==> config.mk <==
export PLATFORM = sky130hd
export DESIGN_NAME = memory_reader
export DESIGN_NICKNAME = d
export VERILOG_FILES = /design/src/rtl/memory_reader_pkg.sv /design/src/rtl/memory_reader_byte_select.sv /design/src/rtl/memory_reader.sv
export SDC_FILE = /design/constraint.sdc
export NUM_CORES = 1
export LEC_CHECK = 0
export CORE_UTILIZATION = 42
export DETAILED_ROUTE_END_ITERATION = 8
export PLACE_DENSITY = 0.87
export SLEW_MARGIN = 30
export SYNTH_ARGS = -nofsm -noshare
export SYNTH_HDL_FRONTEND = slang
export SYNTH_HIERARCHICAL = 1
export SYNTH_SLANG_ARGS = --single-unit
==> constraint.sdc <==
create_clock -name clk -period 4.1 [get_ports clk]
set_input_delay 0.41 -clock clk [delete_from_list [all_inputs] [get_ports clk]]
set_output_delay 0.41 -clock clk [all_outputs]
set_load 0.01 [all_outputs]
==> src/rtl/memory_reader_pkg.sv <==
// Shared definitions for memory_reader: FSM state encoding and default bank geometry
// (the same constants the bank wrapper uses).
package memory_reader_pkg;

  typedef enum logic [1:0] {
    S_IDLE = 2'd0,
    S_LOAD = 2'd1,
    S_SEND = 2'd2,
    S_DONE = 2'd3
  } state_t;

  localparam int DEF_DEPTH  = 4;
  localparam int DEF_ADDR_W = 2;
  localparam int DEF_WIDTH  = 8;

endpackage

==> src/rtl/memory_reader_byte_select.sv <==
// Combinational DEPTH:1 byte mux from the flattened latch bank.
module memory_reader_byte_select
  import memory_reader_pkg::*;
#(
  parameter int DEPTH  = DEF_DEPTH,
  parameter int ADDR_W = DEF_ADDR_W,
  parameter int WIDTH  = DEF_WIDTH
) (
  input  logic [DEPTH*WIDTH-1:0] bank,
  input  logic [ADDR_W-1:0]      addr,
  output logic [WIDTH-1:0]       data
);

  always_comb begin
    data = '0;
    for (int i = 0; i < DEPTH; i++) begin
      if (addr == ADDR_W'(i)) data = bank[i*WIDTH +: WIDTH];
    end
  end

endmodule

==> src/rtl/memory_reader.sv <==
// Walks a run of consecutive bank addresses and streams each byte over valid/ready.
// Optional even-parity output rd_parity is enabled by defining MEMORY_READER_PARITY_EN.
//
// Output handshake: a byte transfers on a rising edge where rd_valid && rd_ready;
// once rd_valid is high, rd_data/rd_addr are held stable until that transfer.
module memory_reader
  import memory_reader_pkg::*;
#(
  parameter int DEPTH  = DEF_DEPTH,
  parameter int ADDR_W = DEF_ADDR_W,
  parameter int WIDTH  = DEF_WIDTH
) (
  input  logic                   clk,
  input  logic                   reset,
  input  logic                   start,
  input  logic [ADDR_W-1:0]      first_addr,
  input  logic [ADDR_W:0]        count,
  input  logic [DEPTH*WIDTH-1:0] bank,
  output logic [WIDTH-1:0]       rd_data,
  output logic [ADDR_W-1:0]      rd_addr,
  output logic                   rd_valid,
  input  logic                   rd_ready,
  output logic                   busy,
  output state_t                 dbg_state,
  output logic                   done
`ifdef MEMORY_READER_PARITY_EN
  ,
  output logic                   rd_parity
`endif
);

  localparam logic [ADDR_W:0] DEPTH_C = (ADDR_W+1)'(DEPTH);
  localparam logic [ADDR_W:0] ONE_C   = (ADDR_W+1)'(1);

  state_t              state, state_nxt;
  logic [ADDR_W-1:0]   addr;
  logic [ADDR_W:0]     remaining;
  logic [ADDR_W:0]     count_clamped;
  logic [WIDTH-1:0]    sel_byte;
  logic                xfer;

  memory_reader_byte_select #(
    .DEPTH  (DEPTH),
    .ADDR_W (ADDR_W),
    .WIDTH  (WIDTH)
  ) u_byte_select (
    .bank (bank),
    .addr (addr),
    .data (sel_byte)
  );

  assign count_clamped = (count > DEPTH_C) ? DEPTH_C : count;
  assign xfer          = rd_valid && rd_ready;
  assign busy          = (state != S_IDLE);
  assign done          = (state == S_DONE);
  assign dbg_state     = state;

  always_comb begin
    state_nxt = state;
    case (state)
      S_IDLE: if (start) state_nxt = (count_clamped == '0) ? S_DONE : S_LOAD;
      S_LOAD: state_nxt = S_SEND;
      S_SEND: if (xfer) state_nxt = (remaining == ONE_C) ? S_DONE : S_LOAD;
      S_DONE: state_nxt = S_IDLE;
      default: state_nxt = S_IDLE;
    endcase
  end

  always_ff @(posedge clk or posedge reset) begin
    if (reset) begin
      state     <= S_IDLE;
      addr      <= '0;
      remaining <= '0;
      rd_data   <= '0;
      rd_addr   <= '0;
      rd_valid  <= 1'b0;
`ifdef MEMORY_READER_PARITY_EN
      rd_parity <= 1'b0;
`endif
    end else begin
      state <= state_nxt;
      case (state)
        S_IDLE: begin
          if (start) begin
            addr      <= first_addr;
            remaining <= count_clamped;
          end
        end
        // Bank is sampled here, not at start, so updates between bytes are seen.
        S_LOAD: begin
          rd_data  <= sel_byte;
          rd_addr  <= addr;
          rd_valid <= 1'b1;
`ifdef MEMORY_READER_PARITY_EN
          rd_parity <= ^sel_byte;
`endif
        end
        S_SEND: begin
          if (xfer) begin
            rd_valid  <= 1'b0;
            remaining <= remaining - ONE_C;
            addr      <= addr + ADDR_W'(1);
          end
        end
        default: ;
      endcase
    end
  end

endmodule

==> impl_metrics.env, run 1 <==
export IMPL_run_status="complete, no violations"
export IMPL_multi_input_area_sq_um=541
export IMPL_power_net_switching_mw=0.364
export IMPL_grt_ovfl_total=0
export IMPL_grtUsageTotal=0.212
export IMPL_mean_cell_area_of_the_mapped_netlist_sq_um=12.4
export IMPL_clock_fmax_mhz=497
export IMPL_nFillCells=181
export IMPL_cts_tree="yes"
export IMPL_layout_core_utilization=0.709
export IMPL_p_sw_frac=0.355
export IMPL_max_slew_worst_pin_slew_ps=855
export IMPL_fin_crit_sh=0.491
export IMPL_firstDrtPassIters=4
export IMPL_postSynthRegisterBits=18
export IMPL_grt_first_pass_wirelength_um=4110
export IMPL_criticalPathCategory="reg -> out"
export IMPL_fp_coreArea_sq_mm=0.00230
export IMPL_setup_worst_path_end_class="primary output"
export IMPL_synthCells=86
export IMPL_timing_hold_worst_class="in -> async"
export IMPL_ctsRootBufferMaster="sky130_fd_sc_hd__clkbuf_4"
export IMPL_areal_power_density_over_the_cells_mw_per_mm2=629
export IMPL_die_height_um=52.3
export IMPL_seq_area_sq_um=450
export IMPL_max_cap_violations=0
export IMPL_rsz0062_at_grt="false"
export IMPL_synth_yosys_warnings=6
export IMPL_antenna_found_initial=0
export IMPL_antenna_cells=0
export IMPL_drt_iter0_drc=12
export IMPL_timing_final_max_slew_violations=0
export IMPL_setup_tns_final_ps=0
export IMPL_worst_ep_arrival_time_ps=1600
export IMPL_worst_slew_margin_rel=0.429
export IMPL_numCtsBuffers=3
export IMPL_p_int_mw=0.661
export IMPL_startpoint_type="flop"
export IMPL_timing_final_crit_period_ps=2010
export IMPL_ir_drop_v=0.000418
export IMPL_cts_hold_buf=0
export IMPL_gpl_wtd_cong=0.957
export IMPL_seq_area_frac_synth=0.424
export IMPL_detail_route_drc_violations=0
export IMPL_leakage_power_nw=0.658
export IMPL_h_tree_depth=1
export IMPL_start_util=0.463
export IMPL_first_global_vias=900
export IMPL_post_cts_repair_setup_buffers=0
export IMPL_cts_root_to_sink_buffers=2
export IMPL_final_nets=183
export IMPL_cts_repair_resize_count=0
export IMPL_yosysUniqueCellTypes=25
export IMPL_clkLatencyLatePin_ps=290
export IMPL_worst_setup_hold_path_clk_slew_ps=100
export IMPL_synth_cell_area_sq_mm=0.00106
export IMPL_fp_dieW_um=52.3
export IMPL_row_count=17
export IMPL_clock_sinks=18
export IMPL_power_combinational_fraction=0.550
export IMPL_detailedPlacementHpwl_um=2110
export IMPL_power_sequential_fraction=0.367
export IMPL_fin_skew_ps=7.28
export IMPL_worst_ep_required_time_ps=3690
export IMPL_area_delta_synth_final_pct=53.2
export IMPL_timing_critical_path_fanout_max=12
export IMPL_post_route_cells_drive_above_1_share=0.181
export IMPL_io_pins=56
export IMPL_detailroute_via_count=916
export IMPL_detail_route_wirelength_um=2680
export IMPL_detail_route_antenna_nets=0
export IMPL_mappedNetlistNets=129
export IMPL_route_detailed_wl_per_inst_um=16.1
export IMPL_grt_max_degree=19
export IMPL_port_buffer_count=55
export IMPL_area_of_the_die_sq_mm=0.00274
export IMPL_clockPowerShare=0.083
export IMPL_vias_per_cell=5.52
export IMPL_hold_ws_ps=512
export IMPL_total_count_of_hold_check_failures_in_the_final_report=0
export IMPL_finalSetupViolCount=0
## per-layer routing
metal	track usage	vias up	share of wire
met3	0.0464	6	0.11
met1	0.252	441	0.40
met5	0	-	0
met4	0.0789	0	0.018
met2	0.369	50	0.47
li1	-	419	-
## state kept, by name, indices dropped and copies added (netlist names)
| signal | count |
|---|---|
| rd_data | 8 |
| remaining | 3 |
| addr | 2 |
| dbg_state | 2 |
| rd_addr | 2 |
| rd_valid | 1 |
## final timing paths
| check | from | to | slack [ps] | cells past startpoint |
|---|---|---|---|---|
| setup reg to reg | dbg_state[0] | rd_data[5] | 2280 | 2 |
| min in group clk | rd_data[4] | rd_data[4] | 510 | 1 |
| hold / removal | reset | rd_data[0] | 510 | 2 |
| setup / recovery | dbg_state[0] | busy | 2090 | 2 |
| hold reg to reg | rd_data[4] | rd_data[4] | 510 | 1 |
| max in group asynchronous | reset | rd_data[4] | 3150 | 2 |
## cell usage in the layout, fill, tap and decap left out
master and n:
sky130_fd_sc_hd__clkdlybuf4s50_1 55, sky130_fd_sc_hd__dfrtp_1 18, sky130_fd_sc_hd__mux2_2 11, sky130_fd_sc_hd__inv_1 8
sky130_fd_sc_hd__mux4_2 8, sky130_fd_sc_hd__a21oi_1 5, sky130_fd_sc_hd__o21ai_0 4, sky130_fd_sc_hd__nor2b_1 3
sky130_fd_sc_hd__o22ai_1 3, sky130_fd_sc_hd__clkbuf_4 3, sky130_fd_sc_hd__nand2b_1 2, sky130_fd_sc_hd__nor4bb_1 2
sky130_fd_sc_hd__o211ai_1 2, sky130_fd_sc_hd__o21ai_1 2, sky130_fd_sc_hd__nand2_1 2, sky130_fd_sc_hd__ha_1 2
sky130_fd_sc_hd__nand4b_1 1, sky130_fd_sc_hd__or3b_4 1, sky130_fd_sc_hd__and2_4 1, sky130_fd_sc_hd__or2_2 1
sky130_fd_sc_hd__and2_1 1, sky130_fd_sc_hd__mux2i_1 1, sky130_fd_sc_hd__nor4b_1 1, sky130_fd_sc_hd__nor2_1 1
## per-stage QoR
| step | cells | power (mW) | cell area (sq um) | setup WS (ps) |
|---|---|---|---|---|
| 2_1_floorplan | 86 | 0.715 | 1060 | 2710 |
| 3_3_place_gp | 163 | 0.914 | 1610 | 2280 |
| 3_5_place_dp | 163 | 0.948 | 1610 | 2300 |
| 4_1_cts | 166 | 1.03 | 1630 | 2070 |
| 5_1_grt | 166 | 1.09 | 1630 | 2030 |
| 6_report | 166 | 1.03 | 1630 | 2090 |
## logic make-up after synthesis
logic type	count (synthesis)	share of synthesized area
mux	20	0.295
flops	18	0.424
compound gates	16	0.0835
simple gates	16	0.106
buf+inv	14	0.0682
fa+ha+maj	2	0.0235
## power groups by stage
stage          Combinational [mW]  Sequential, mW  Clock [mW]
2_1_floorplan               0.367           0.348           0
3_3_place_gp                0.542           0.372           0
3_5_place_dp                0.567           0.381           0
4_1_cts                     0.568           0.378      0.0885
5_1_grt                     0.609           0.393      0.0918
6_report                    0.564           0.376      0.0851
## synthesized netlist by cell type
cell                       instances  area share
sky130_fd_sc_hd__a21oi_1           5       0.024
sky130_fd_sc_hd__and2_1            1      0.0059
sky130_fd_sc_hd__and2_4            1      0.0082
sky130_fd_sc_hd__buf_2             3       0.014
sky130_fd_sc_hd__buf_6             2       0.021
sky130_fd_sc_hd__clkbuf_2          1      0.0047
sky130_fd_sc_hd__dfrtp_1          18        0.42
sky130_fd_sc_hd__ha_1              2       0.024
sky130_fd_sc_hd__inv_1             8       0.028
sky130_fd_sc_hd__mux2_2           11        0.12
sky130_fd_sc_hd__mux2i_1           1      0.0094
sky130_fd_sc_hd__mux4_2            8        0.17
sky130_fd_sc_hd__nand2_1           2      0.0071
sky130_fd_sc_hd__nand2b_1          2       0.012
sky130_fd_sc_hd__nand4b_1          1      0.0082
sky130_fd_sc_hd__nor2_1            1      0.0035
sky130_fd_sc_hd__nor2b_1           3       0.018
sky130_fd_sc_hd__nor4b_1           1      0.0082
sky130_fd_sc_hd__nor4bb_1          2       0.019
sky130_fd_sc_hd__o211ai_1          2       0.014
sky130_fd_sc_hd__o21ai_0           4       0.019
sky130_fd_sc_hd__o21ai_1           2      0.0094
sky130_fd_sc_hd__o22ai_1           3       0.018
sky130_fd_sc_hd__or2_2             1      0.0059
sky130_fd_sc_hd__or3b_4            1       0.011
## layout make-up
cell class | count | share of cell area
clock buffers | 3 | 0.0138
multi-input cells | 54 | 0.332
repair buffers | 55 | 0.338
flip-flops and latches | 18 | 0.276
inverters | 8 | 0.0184
well taps | 28 | 0.0215
## critical path, stage by stage (launching register included)
cell and delay (ps):
sky130_fd_sc_hd__dfrtp_1 510, sky130_fd_sc_hd__or2_2 330, sky130_fd_sc_hd__clkdlybuf4s50_1 470
Power figures use the tool's default switching activity.
==> inputs of run 2 (changes only) <==
--- a/config.mk
+++ b/config.mk
@@ -5,9 +5,9 @@
 export SDC_FILE = /design/constraint.sdc
 export NUM_CORES = 1
 export LEC_CHECK = 0
-export CORE_UTILIZATION = 42
+export CORE_UTILIZATION = 35
 export DETAILED_ROUTE_END_ITERATION = 8
-export PLACE_DENSITY = 0.87
+export PLACE_DENSITY = 0.77
 export SLEW_MARGIN = 30
 export SYNTH_ARGS = -nofsm -noshare
 export SYNTH_HDL_FRONTEND = slang
==> constraint.sdc (replaced) <==
create_clock -name clk -period 1.7 [get_ports clk]
set_input_delay 0.17 -clock clk [delete_from_list [all_inputs] [get_ports clk]]
set_output_delay 0.17 -clock clk [all_outputs]
set_load 0.01 [all_outputs]
==> run 2 against run 1 <==
The flow now finishes with violations (DRC); sequential share of layout area down 0.95 points; worst setup slack worse by 1900 ps; first-iteration DRC count rose to 3.8 times the previous value; cell count up 6.0%; die area up 19%; largest cell class unchanged.
==> impl_metrics.env, run 2 (synthesized netlist as in run 1, its figures left out) <==
export IMPL_run_status="finished with violations"
export IMPL_violations_in_the_final_reports="DRC"
export IMPL_finalSetupViolCount=0
export IMPL_critPathMaxStageDelay_ps=470
export IMPL_fin_crit_sh=0.890
export IMPL_largestRegisters="rd_data (8), remaining (3)"
export IMPL_area_of_the_die_sq_mm=0.00326
export IMPL_multi_input_area_sq_um=541
export IMPL_areal_power_density_over_the_cells_mw_per_mm2=1520
export IMPL_port_buffer_count=55
export IMPL_startpoint_type="flop"
export IMPL_h_tree_depth=1
export IMPL_cp_top_family="buffers and inverters"
export IMPL_row_count=19
export IMPL_route_detailed_wl_per_inst_um=15.7
export IMPL_max_flop_register="rd_data"
export IMPL_place_area_sq_mm=0.00164
export IMPL_ir_drop_v=0.000720
export IMPL_fp_coreArea_sq_mm=0.00283
export IMPL_area_delta_synth_final_pct=59.5
export IMPL_layout_cells_most_common="sky130_fd_sc_hd__clkdlybuf4s50_1"
export IMPL_first_global_vias=947
export IMPL_timing_critical_path_fanout_max=4
export IMPL_timing_hold_worst_class="in -> async"
export IMPL_timing_final_max_slew_violations=0
export IMPL_ctsRootBufferMaster="sky130_fd_sc_hd__clkbuf_4"
export IMPL_antenna_cells=0
export IMPL_detail_route_wirelength_um=2770
export IMPL_detailedPlacementHpwl_um=2160
export IMPL_detail_route_antenna_nets=0
export IMPL_number_of_flip_flops_under_the_largest_register_name=8
export IMPL_setup_tns_final_ps=0
export IMPL_clkLatencyLatePin_ps=300
export IMPL_timing_final_crit_period_ps=1510
export IMPL_die_height_um=57.1
export IMPL_detail_route_drc_violations=18
export IMPL_crit_buf_inv=1
export IMPL_fp_dieW_um=57.1
export IMPL_gpl_wtd_cong=0.885
export IMPL_cts_tree="yes"
export IMPL_grtUsageTotal=0.180
export IMPL_max_slew_worst_pin_slew_ps=420
export IMPL_cts_hold_buf=0
export IMPL_grt_max_degree=19
export IMPL_clock_sinks=18
export IMPL_start_util=0.376
export IMPL_worst_setup_hold_path_clk_slew_ps=110
export IMPL_worst_slew_margin_rel=0.720
export IMPL_stdcell_area_sq_mm=0.00170
export IMPL_setup_worst_path_end_class="primary output"
export IMPL_vias_per_cell=5.30
export IMPL_firstDrtPassIters=6
export IMPL_most_common_layout_cells="sky130_fd_sc_hd__clkdlybuf4s50_1 (54), sky130_fd_sc_hd__dfrtp_1 (16), sky130_fd_sc_hd__mux2_2 (11), sky130_fd_sc_hd__inv_1 (8), sky130_fd_sc_hd__mux4_2 (8)"
export IMPL_grt_ovfl_total=0
export IMPL_total_count_of_hold_check_failures_in_the_final_report=0
export IMPL_cts_root_to_sink_buffers=2
export IMPL_nFillCells=243
export IMPL_antenna_found_initial=0
export IMPL_numCtsBuffers=3
export IMPL_worst_ep_required_time_ps=1530
export IMPL_rsz0062_at_grt="false"
export IMPL_grt_first_pass_wirelength_um=4400
export IMPL_criticalPathCategory="reg -> out"
export IMPL_drt_iter0_drc=46
export IMPL_max_cap_violations=0
export IMPL_worstPathCellList="and2_1, clkdlybuf4s50_1"
export IMPL_final_nets=189
export IMPL_io_pins=56
export IMPL_crit_path_top_delay_cell="sky130_fd_sc_hd__clkdlybuf4s50_1"
export IMPL_post_route_cells_drive_above_1_share=0.234
export IMPL_leakage_power_nw=0.701
export IMPL_worst_ep_arrival_time_ps=1340
export IMPL_seq_area_sq_um=453
export IMPL_clock_fmax_mhz=661
export IMPL_fin_skew_ps=1.84
export IMPL_detailroute_via_count=932
==> run 2: changes by cell type in the layout (fill, tap and decap cells not counted) <==
cell                              before  now
sky130_fd_sc_hd__buf_4                 0    6
sky130_fd_sc_hd__dfrtp_1              18   16
sky130_fd_sc_hd__dfrtp_2               0    2
sky130_fd_sc_hd__clkbuf_8              0    1
sky130_fd_sc_hd__clkdlybuf4s50_1      55   54
sky130_fd_sc_hd__dlymetal6s2s_1        0    1
==> run 2: report_power, final <==
part / switching [mW] / internal [mW] / total, mW
Combinational: 0.528 / 0.933 / 1.46
Clock: 0.139 / 0.131 / 0.270
Sequential: 0.202 / 0.646 / 0.849
==> run 2: area by class of cell <==
type / instances / area share
tap: 31 / 0.0229
multi-input combinational: 54 / 0.319
sequential: 18 / 0.267
timing repair buffer: 61 / 0.353
clock buffer: 4 / 0.0214
inverter: 8 / 0.0177
==> run 2: final timing paths <==
| kind | cells after the start | slack (ps) | from | endpoint |
|---|---|---|---|---|
| max | 2 | 190 | dbg_state[1] | done |
| min | 3 | 190 | reset | rd_data[6] |
| max reg2reg | 2 | 200 | addr[0] | rd_data[0] |
| min reg2reg | 1 | 520 | rd_addr[0] | rd_addr[0] |
| max in group asynchronous | 3 | 1300 | reset | addr[0] |
| min in group clk | 3 | 510 | first_addr[1] | addr[1] |
==> run 2: repair_timing <==
item                       4_1_cts  5_1_grt
pin swaps                        0        0
resized for setup                1        2
cloned                           0        0
setup buffers                    2        0
setup endpoints to repair        2        4
==> run 2: stage by stage <==
stage                     power [mW]  std cells  hold slack (ps)  utilization  setup slack (ps)
final                           2.58        176              186        0.600               187
after global routing            2.77        176              191        0.600               123
after CTS                       2.61        176              177        0.598              20.2
after detailed placement        2.30        170              498        0.580              41.7
after global placement          2.24        170              489        0.580              95.1
after floorplan                 1.73         86              109            -               314
==> run 2: routing by layer <==
| layer | vias up | GRT usage | wire, um |
|---|---|---|---|
| li1 | 430 | - | - |
| met1 | 445 | 0.214 | 1050 |
| met2 | 54 | 0.324 | 1320 |
| met3 | 3 | 0.0431 | 361 |
| met4 | 0 | 0.0523 | 28 |
| met5 | - | 0 | 0 |
==> run 2: worst register-to-register path, delay by kind of cell (launching register included) <==
family	cells	cell delay, ps
muxes	2	840
DFF	1	550
==> inputs of run 3 (changes only) <==
--- a/config.mk
+++ b/config.mk
@@ -5,9 +5,9 @@
 export SDC_FILE = /design/constraint.sdc
 export NUM_CORES = 1
 export LEC_CHECK = 0
-export CORE_UTILIZATION = 35
+export CORE_UTILIZATION = 42
 export DETAILED_ROUTE_END_ITERATION = 8
-export PLACE_DENSITY = 0.77
+export PLACE_DENSITY = 0.87
 export SLEW_MARGIN = 30
 export SYNTH_ARGS = -nofsm -noshare
 export SYNTH_HDL_FRONTEND = slang
==> constraint.sdc (replaced) <==
create_clock -name clk -period 1.85 [get_ports clk]
set_input_delay 0.185 -clock clk [delete_from_list [all_inputs] [get_ports clk]]
set_output_delay 0.185 -clock clk [all_outputs]
set_load 0.01 [all_outputs]
==> run 3 against run 2 <==
The run now ends clean; final area down 2.9%; worst setup slack got worse by 86 ps; cell count shrank 4.5%; critical path type unchanged; critical endpoint is now busy; largest cell class unchanged; largest power group unchanged.
==> impl_metrics.env, run 3 (synthesized netlist as in run 1, its figures left out) <==
export IMPL_areal_power_density_over_the_cells_mw_per_mm2=1380
export IMPL_io_pins=56
export IMPL_h_tree_depth=1
export IMPL_max_flop_register="rd_data"
export IMPL_timing_critical_path_fanout_max=12
export IMPL_timing_final_crit_period_ps=1750
export IMPL_grt_ovfl_total=0
export IMPL_worst_ep_required_time_ps=1660
export IMPL_r2r_setup_slack_ps=200
export IMPL_run_status="complete, no violations"
export IMPL_area_of_the_die_sq_mm=0.00274
export IMPL_number_of_flip_flops_under_the_largest_register_name=8
export IMPL_timing_hold_worst_class="in -> async"
export IMPL_ctsRootBufferMaster="sky130_fd_sc_hd__clkbuf_4"
export IMPL_die_height_um=52.3
export IMPL_cts_hold_buf=0
export IMPL_ir_drop_v=0.000924
export IMPL_detail_route_wirelength_um=2830
export IMPL_layout_core_utilization=0.717
export IMPL_detailedPlacementHpwl_um=2260
export IMPL_port_buffer_count=55
export IMPL_clkLatencyLatePin_ps=280
export IMPL_route_detailed_wl_per_inst_um=16.8
export IMPL_worst_slew_margin_rel=0.649
export IMPL_timing_rr_start="addr[0]"
export IMPL_rsz0062_at_grt="false"
export IMPL_antenna_cells=0
export IMPL_grtUsageTotal=0.222
export IMPL_cts_root_to_sink_buffers=2
export IMPL_detail_route_drc_violations=0
export IMPL_post_route_cells_drive_above_1_share=0.207
export IMPL_final_nets=185
export IMPL_leakage_power_nw=0.665
export IMPL_detail_route_antenna_nets=0
export IMPL_fp_coreArea_sq_mm=0.00230
export IMPL_clock_fmax_mhz=572
export IMPL_fin_cells=168
export IMPL_grt_max_degree=19
export IMPL_fp_dieW_um=52.3
export IMPL_setup_worst_path_end_class="primary output"
export IMPL_hold_ws_ps=216
export IMPL_fin_skew_ps=5.22
export IMPL_max_slew_worst_pin_slew_ps=527
export IMPL_setup_tns_final_ps=0
export IMPL_row_count=17
export IMPL_startpoint_type="flop"
export IMPL_firstDrtPassIters=4
export IMPL_start_util=0.463
export IMPL_gpl_wtd_cong=0.847
export IMPL_numCtsBuffers=3
export IMPL_cts_tree="yes"
export IMPL_vias_per_cell=5.55
export IMPL_detailroute_via_count=933
export IMPL_finalSetupViolCount=0
export IMPL_criticalPathCategory="reg -> out"
export IMPL_timing_final_max_slew_violations=0
export IMPL_most_common_layout_cells="sky130_fd_sc_hd__clkdlybuf4s50_1 (55), sky130_fd_sc_hd__dfrtp_1 (16), sky130_fd_sc_hd__mux2_2 (11), sky130_fd_sc_hd__inv_1 (8), sky130_fd_sc_hd__mux4_2 (8)"
export IMPL_worst_slack_ps=101
export IMPL_area_delta_synth_final_pct=54.8
export IMPL_total_count_of_hold_check_failures_in_the_final_report=0
export IMPL_largestRegisters="rd_data (8), remaining (3)"
export IMPL_first_global_vias=957
export IMPL_dpl_cell_count=165
export IMPL_worst_setup_hold_path_clk_slew_ps=100
export IMPL_end_of_the_worst_register_to_register_path="rd_data[5]"
export IMPL_drt_iter0_drc=15
export IMPL_ff_to_ff_path_depth=2
export IMPL_fin_crit_sh=0.946
export IMPL_grt_first_pass_wirelength_um=4450
export IMPL_layout_cells_most_common="sky130_fd_sc_hd__clkdlybuf4s50_1"
export IMPL_dpl_worst_slack_ps=177
export IMPL_max_cap_violations=0
export IMPL_worst_ep_arrival_time_ps=1560
export IMPL_antenna_found_initial=0
export IMPL_clock_sinks=18
## run 3: worst max-delay path by stage
stage	end	slack [ps]	startpoint	cells after the start
3_3_place_gp	rd_data[0]	210	addr[0]	2
5_1_grt	busy	40	dbg_state[0]	2
3_5_place_dp	rd_data[5]	180	addr[0]	2
2_1_floorplan	rd_data[0]	460	addr[0]	3
4_1_cts	busy	40	dbg_state[0]	2
6_report	busy	100	dbg_state[0]	2
## run 3: timing repair
| action | in CTS | in global routing |
|---|---|---|
| endpoints found under the setup margin | 0 | 1 |
| setup buffers | 0 | 0 |
| resized for setup | 0 | 2 |
## run 3: power by group
group	switching [mW]	leakage [nW]	internal, mW	total [mW]
Clock	0.115	0.0138	0.0754	0.191
Sequential	0.237	0.216	0.594	0.831
Combinational	0.433	0.435	0.810	1.24
Total	0.785	0.665	1.48	2.26
## run 3: per-stage QoR
step,power (mW),instance area (sq um)
final,2.26,1650
after global routing,2.43,1650
after CTS,2.28,1640
after detailed placement,2.09,1620
after global placement,2.02,1620
after floorplan,1.59,1060
## run 3: layout make-up
class / count / area (sq um)
clock buffers: 3 / 22.5
fillers: 170 / 651
repair buffers: 57 / 566
well taps: 28 / 35.0
flip-flops and latches: 18 / 453
multi-input cells: 54 / 541
inverters: 8 / 30.0
## run 3: per-layer routing
| metal | GRT usage | share of wire | vias up |
|---|---|---|---|
| met5 | 0 | 0 | - |
| met4 | 0.0614 | 0.016 | 0 |
| met3 | 0.0609 | 0.11 | 6 |
| met2 | 0.386 | 0.48 | 52 |
| met1 | 0.267 | 0.39 | 451 |
| li1 | - | - | 424 |
## run 3: critical path, stage by stage, from the launching register on
cell and delay [ps]:
sky130_fd_sc_hd__dfrtp_2 490, sky130_fd_sc_hd__or2_2 310, sky130_fd_sc_hd__clkdlybuf4s50_1 480
